### config.mk
export PLATFORM = sky130hd
export DESIGN_NAME = division_param
export DESIGN_NICKNAME = d
export VERILOG_FILES = /design/src/rtl/division_param.sv
export SDC_FILE = /design/constraint.sdc
export NUM_CORES = 1
export LEC_CHECK = 0
export CORE_MARGIN = 3
export CORE_UTILIZATION = 48
export DETAILED_ROUTE_END_ITERATION = 16
export HOLD_SLACK_MARGIN = 0.1
export PLACE_DENSITY = 0.73
export SYNTH_ARGS = -nofsm -noshare
export SYNTH_HDL_FRONTEND = slang
export SYNTH_SLANG_ARGS = --single-unit
### constraint.sdc
create_clock -name clk_i -period 1.8 [get_ports clk_i]
set_input_delay 0.36 -clock clk_i [delete_from_list [all_inputs] [get_ports clk_i]]
set_output_delay 0.36 -clock clk_i [all_outputs]
set_load 0.01 [all_outputs]
### src/rtl/division_param.sv
// Sequential restoring divider: unsigned integer dividend / divisor -> fixed-point quotient
// with FRAC_W fractional bits, remainder, optional round-half-up and divide-by-zero flag.
module division_param #(
    parameter int DIVIDEND_W = 10,
    parameter int DIVISOR_W  = 3,
    parameter int FRAC_W     = 10,
    parameter int ROUND      = 0
) (
    input  logic                             clk_i,
    input  logic                             rst_n_i,
    input  logic                             in_valid_i,
    output logic                             in_ready_o,
    input  logic [DIVIDEND_W-1:0]            in_data_1_i,
    input  logic [DIVISOR_W-1:0]             in_data_2_i,
    output logic                             out_valid_o,
    input  logic                             out_ready_i,
    output logic [DIVIDEND_W+FRAC_W-1:0]     out_data_o,
    output logic [DIVISOR_W-1:0]             out_rem_o,
    output logic                             out_div0_o
);

    localparam int Q_W   = DIVIDEND_W + FRAC_W;
    localparam int N     = Q_W + ROUND;
    localparam int R_W   = DIVISOR_W + 1;
    localparam int CNT_W = (N > 1) ? $clog2(N) : 1;

    typedef enum logic [1:0] {IDLE, DIVIDE, DONE} state_t;

    state_t               state_q, state_d;
    logic [N-1:0]         sh_q, sh_d;
    logic [DIVISOR_W-1:0] div_q, div_d;
    logic [R_W-1:0]       r_q, r_d;
    logic [CNT_W-1:0]     cnt_q, cnt_d;
    logic                 valid_q, valid_d;
    logic [Q_W-1:0]       data_q, data_d;
    logic [DIVISOR_W-1:0] rem_q, rem_d;
    logic                 div0_q, div0_d;

    logic [R_W:0]         r_shift;
    logic                 qbit;
    logic [R_W-1:0]       r_sel;
    logic [N-1:0]         q_new;
    logic [Q_W-1:0]       q_res;

    // The shift register feeds dividend bits out of its MSB while quotient bits enter at the LSB.
    always_comb begin
        r_shift = {r_q, sh_q[N-1]};
        qbit    = (r_shift >= {2'b00, div_q});
        r_sel   = qbit ? R_W'(r_shift - {2'b00, div_q}) : R_W'(r_shift);
        q_new   = {sh_q[N-2:0], qbit};
    end

    generate
        if (ROUND != 0) begin : g_round
            assign q_res = q_new[N-1:1] + Q_W'(q_new[0]);
        end else begin : g_trunc
            assign q_res = q_new;
        end
    endgenerate

    always_comb begin
        state_d = state_q;
        sh_d    = sh_q;
        div_d   = div_q;
        r_d     = r_q;
        cnt_d   = cnt_q;
        valid_d = valid_q;
        data_d  = data_q;
        rem_d   = rem_q;
        div0_d  = div0_q;
        case (state_q)
            IDLE: begin
                if (in_valid_i) begin
                    sh_d                      = '0;
                    sh_d[N-1 -: DIVIDEND_W]   = in_data_1_i;
                    div_d                     = in_data_2_i;
                    r_d                       = '0;
                    cnt_d                     = CNT_W'(N - 1);
                    if (in_data_2_i == '0) begin
                        data_d  = '1;
                        rem_d   = '0;
                        div0_d  = 1'b1;
                        valid_d = 1'b1;
                        state_d = DONE;
                    end else begin
                        div0_d  = 1'b0;
                        state_d = DIVIDE;
                    end
                end
            end
            DIVIDE: begin
                sh_d  = q_new;
                r_d   = r_sel;
                cnt_d = cnt_q - CNT_W'(1);
                // Remainder belongs to the truncated quotient, i.e. before any rounding bit.
                if (cnt_q == CNT_W'(ROUND)) begin
                    rem_d = r_sel[DIVISOR_W-1:0];
                end
                if (cnt_q == '0) begin
                    data_d  = q_res;
                    valid_d = 1'b1;
                    state_d = DONE;
                end
            end
            DONE: begin
                if (out_ready_i) begin
                    valid_d = 1'b0;
                    state_d = IDLE;
                end
            end
            default: state_d = IDLE;
        endcase
    end

    always_ff @(posedge clk_i) begin
        if (!rst_n_i) begin
            state_q <= IDLE;
            sh_q    <= '0;
            div_q   <= '0;
            r_q     <= '0;
            cnt_q   <= '0;
            valid_q <= 1'b0;
            data_q  <= '0;
            rem_q   <= '0;
            div0_q  <= 1'b0;
        end else begin
            state_q <= state_d;
            sh_q    <= sh_d;
            div_q   <= div_d;
            r_q     <= r_d;
            cnt_q   <= cnt_d;
            valid_q <= valid_d;
            data_q  <= data_d;
            rem_q   <= rem_d;
            div0_q  <= div0_d;
        end
    end

    assign in_ready_o  = (state_q == IDLE);
    assign out_valid_o = valid_q;
    assign out_data_o  = data_q;
    assign out_rem_o   = rem_q;
    assign out_div0_o  = div0_q;

endmodule

==> out/metrics.yaml <==
drt:
  firstDrtPassIters: 4
  postRouteAntennaNets: 0
  drtIter0Drc: 120
  wl_per_cell_um: 14.3
  vias: 2322
  wl_mm: 6.15
  vias_per_cell: 5.40
  drc: 0
timing:
  finClkSkew_ps: 8.97
  post-route-min-period_ps: 1780
  hold_violations: 0
  max_freq_mhz: 562
  drv_slew: 0
  timing.hold.ws_ps: 460
  max-slew-margin-rel_pct: 75.9
  worst_slack_ps: 20.3
  worst_pin_slew_ps: 357
  finalSetupViolCount: 0
  fin_crit_sh_pct: 98.9
setup_path:
  cp-end-kind: "flop"
  crit_type: "flop to flop"
  cp-startpoint: "r_q[1]"
  r2r-start: "r_q[1]"
  cp-start-kind: "flop"
  cp.required_ps: 2030
  critPathArrivalTime_ps: 2010
  cp_max_fo: 4
pwr:
  swShare_pct: 30.7
  power.net_switching_mw: 1.22
  power_frac_seq_pct: 38.7
  p_comb_share_pct: 27.2
  ir_drop_v: 0.000722
  p_total_mw: 3.97
  p_clk_share_pct: 34.1
  power.density_nw_per_um2: 1080
  power.leakage_nw: 1.29
  power.internal_mw: 2.76
grt:
  grt_use_met1_pct: 25.4
  grt_max_degree: 46
  met3_usage_pct: 6.39
  busiest_layer: "met2"
  use_met2_pct: 31.3
  grt_pass1_vias: 2104
  overflow: 0
  grt_first_pass_wirelength_mm: 9.87
  grtUsageTotal_pct: 19.7
  antenna_found_initial: 0
worst_hold_path:
  hp-class: "flop to flop"
  hold_start: "out_data_o[14]"
clocking:
  ctsHtreeMaxLevel: 3
  cts_tree: "done"
  clockRootBuffer: "clkbuf_8"
  clkSlewWorstSetupHoldPaths_ps: 70
  hold_buffers: 0
  clock_sinks: 59
  numCtsBuffers: 9
  cts_buffer_depth: 2
  worstSkewPairLatency_ps: 340
floorplan:
  dieHeight_um: 80.7
  start_util_pct: 51.1
  die_x_um: 80.7
  io_pins: 43
  core_um2: 5240
  row_count: 26
  die_area_um2: 6510
synth:
  avgSynthCellArea_um2: 9.13
  synth_cells: 293
  yosysMostFrequentCell: "dfxtp_1"
  synthArstFlopShare_pct: 0
  ys_warn_count: 0
  synth.distinct_cells: 46
  synthFlopType: "dfxtp_1"
  post-synth-top-area-cell: "dfxtp_1"
  synth_common_cells: "dfxtp_1 (59), nand2_1 (45), nor2_1 (30)"
  ys_seq_elements: 59
  synth_area_um2: 2680
  synthDominantCellAreaShare_pct: 44.1
  ys_top_cells_by_area: "dfxtp_1 (44%), nand2_1 (6.3%), a21oi_2 (6.2%), o21ai_2 (6.2%), nor2_1 (4.2%)"
  syn-num-nets: 315
  yosysSeqAreaShare_pct: 44.1
  synth-edff-count: 0
place:
  place_inst: 411
  gp_congestion: 0.931
  io_buffer_count: 42
  dp_hpwl_mm: 4.00
  place_ws_ps: -32.9
cells_and_area:
  syn_to_final_growth_pct: 37.3
  fillers: 435
  finalNonFillerCells: 430
  drive_above_1_share_pct: 31.1
  final_nets: 377
  antenna_cells: 0
job:
  cap_violations: 0
outcome:
  status: "completed"
worst max-delay path, stage by stage, from the launching register on:
cell and delay [ps]:
dfxtp_2 390, ha_4 220, and3_4 170, or4_4 580, buf_6 150, nor3_2 90, a21oi_1 80
power by group through the flow:
| stage | registers [mW] | logic [mW] | clock network (mW) |
|---|---|---|---|
| 2_1_floorplan | 1.56 | 0.593 | 0 |
| 3_3_place_gp | 1.55 | 0.967 | 0 |
| 3_5_place_dp | 1.56 | 0.982 | 0 |
| 4_1_cts | 1.53 | 0.993 | 1.38 |
| 5_1_grt | 1.55 | 1.19 | 1.44 |
| 6_report | 1.54 | 1.08 | 1.35 |
through the flow:
step | setup TNS, ps | utilization, % | cell area [um2]
floorplan | 0 | - | 2680
global placement | 0 | 63.5 | 3320
global route | -109 | 70.1 | 3670
finish | 0 | 70.1 | 3670
CTS | 0 | 67.9 | 3560
detailed placement | -32.9 | 63.5 | 3320
flip-flops by register name, indices dropped and copies added, names as in the netlist:
name and flops:
out_div0_o 1, div_q 3, out_data_o 20, out_valid_o 1, out_rem_o 3, r_q 4
sh_q 20, state_q 2, cnt_q 5
layer usage:
layer	wire length, um	share of wire (%)
met1	2750	45
met2	2960	48
met3	342	5.6
met4	92	1.5
met5	0	0
cell usage in the layout, fill, tap and decap left out, types with 3 or more instances in the layout:
cell / count
inv_2: 3
buf_12: 6
buf_4: 22
clkinvlp_4: 3
dfxtp_2: 7
a311oi_1: 10
clkbuf_8: 9
dfxtp_1: 52
nor2_1: 30
nand3_1: 8
a22oi_1: 9
a21oi_1: 9
o31ai_1: 6
nand2_1: 45
a21oi_2: 19
o21ai_2: 20
ha_4: 3
nor3_2: 4
clkdlybuf4s50_1: 42
o21ai_0: 5
inv_1: 4
logic make-up after synthesis:
family / Yosys count / share of synthesized area (%)
mux: 2 / 0.748
simple gates: 104 / 18.2
flops: 59 / 44.1
fa+ha+maj: 5 / 2.62
buf+inv: 29 / 6.26
compound gates: 92 / 27.4
xor+xnor: 2 / 0.655
final cells by class:
class / count / area, um2 / share of cell area, %
inverters: 8 / 30.0 / 0.817
repair buffers: 72 / 742 / 20.2
clock inverters: 7 / 100 / 2.72
flip-flops and latches: 59 / 1190 / 32.4
multi-input cells: 205 / 1400 / 38.1
clock buffers: 9 / 124 / 3.37
well taps: 70 / 87.6 / 2.38
what timing repair did:
| action | CTS | global route |
|---|---|---|
| gates cloned | 0 | 1 |
| resized for setup | 2 | 20 |
| buffers inserted | 0 | 2 |
| endpoints found under the setup margin | 3 | 12 |
| pin swaps | 0 | 6 |
worst paths after layout:
path	to	cells past startpoint	slack, ps
setup / recovery	out_data_o[0]	6	20
hold / removal	out_data_o[14]	2	460
setup reg to reg	out_data_o[0]	6	20
hold reg to reg	out_data_o[14]	2	460
(Power assumes the default switching activity.)
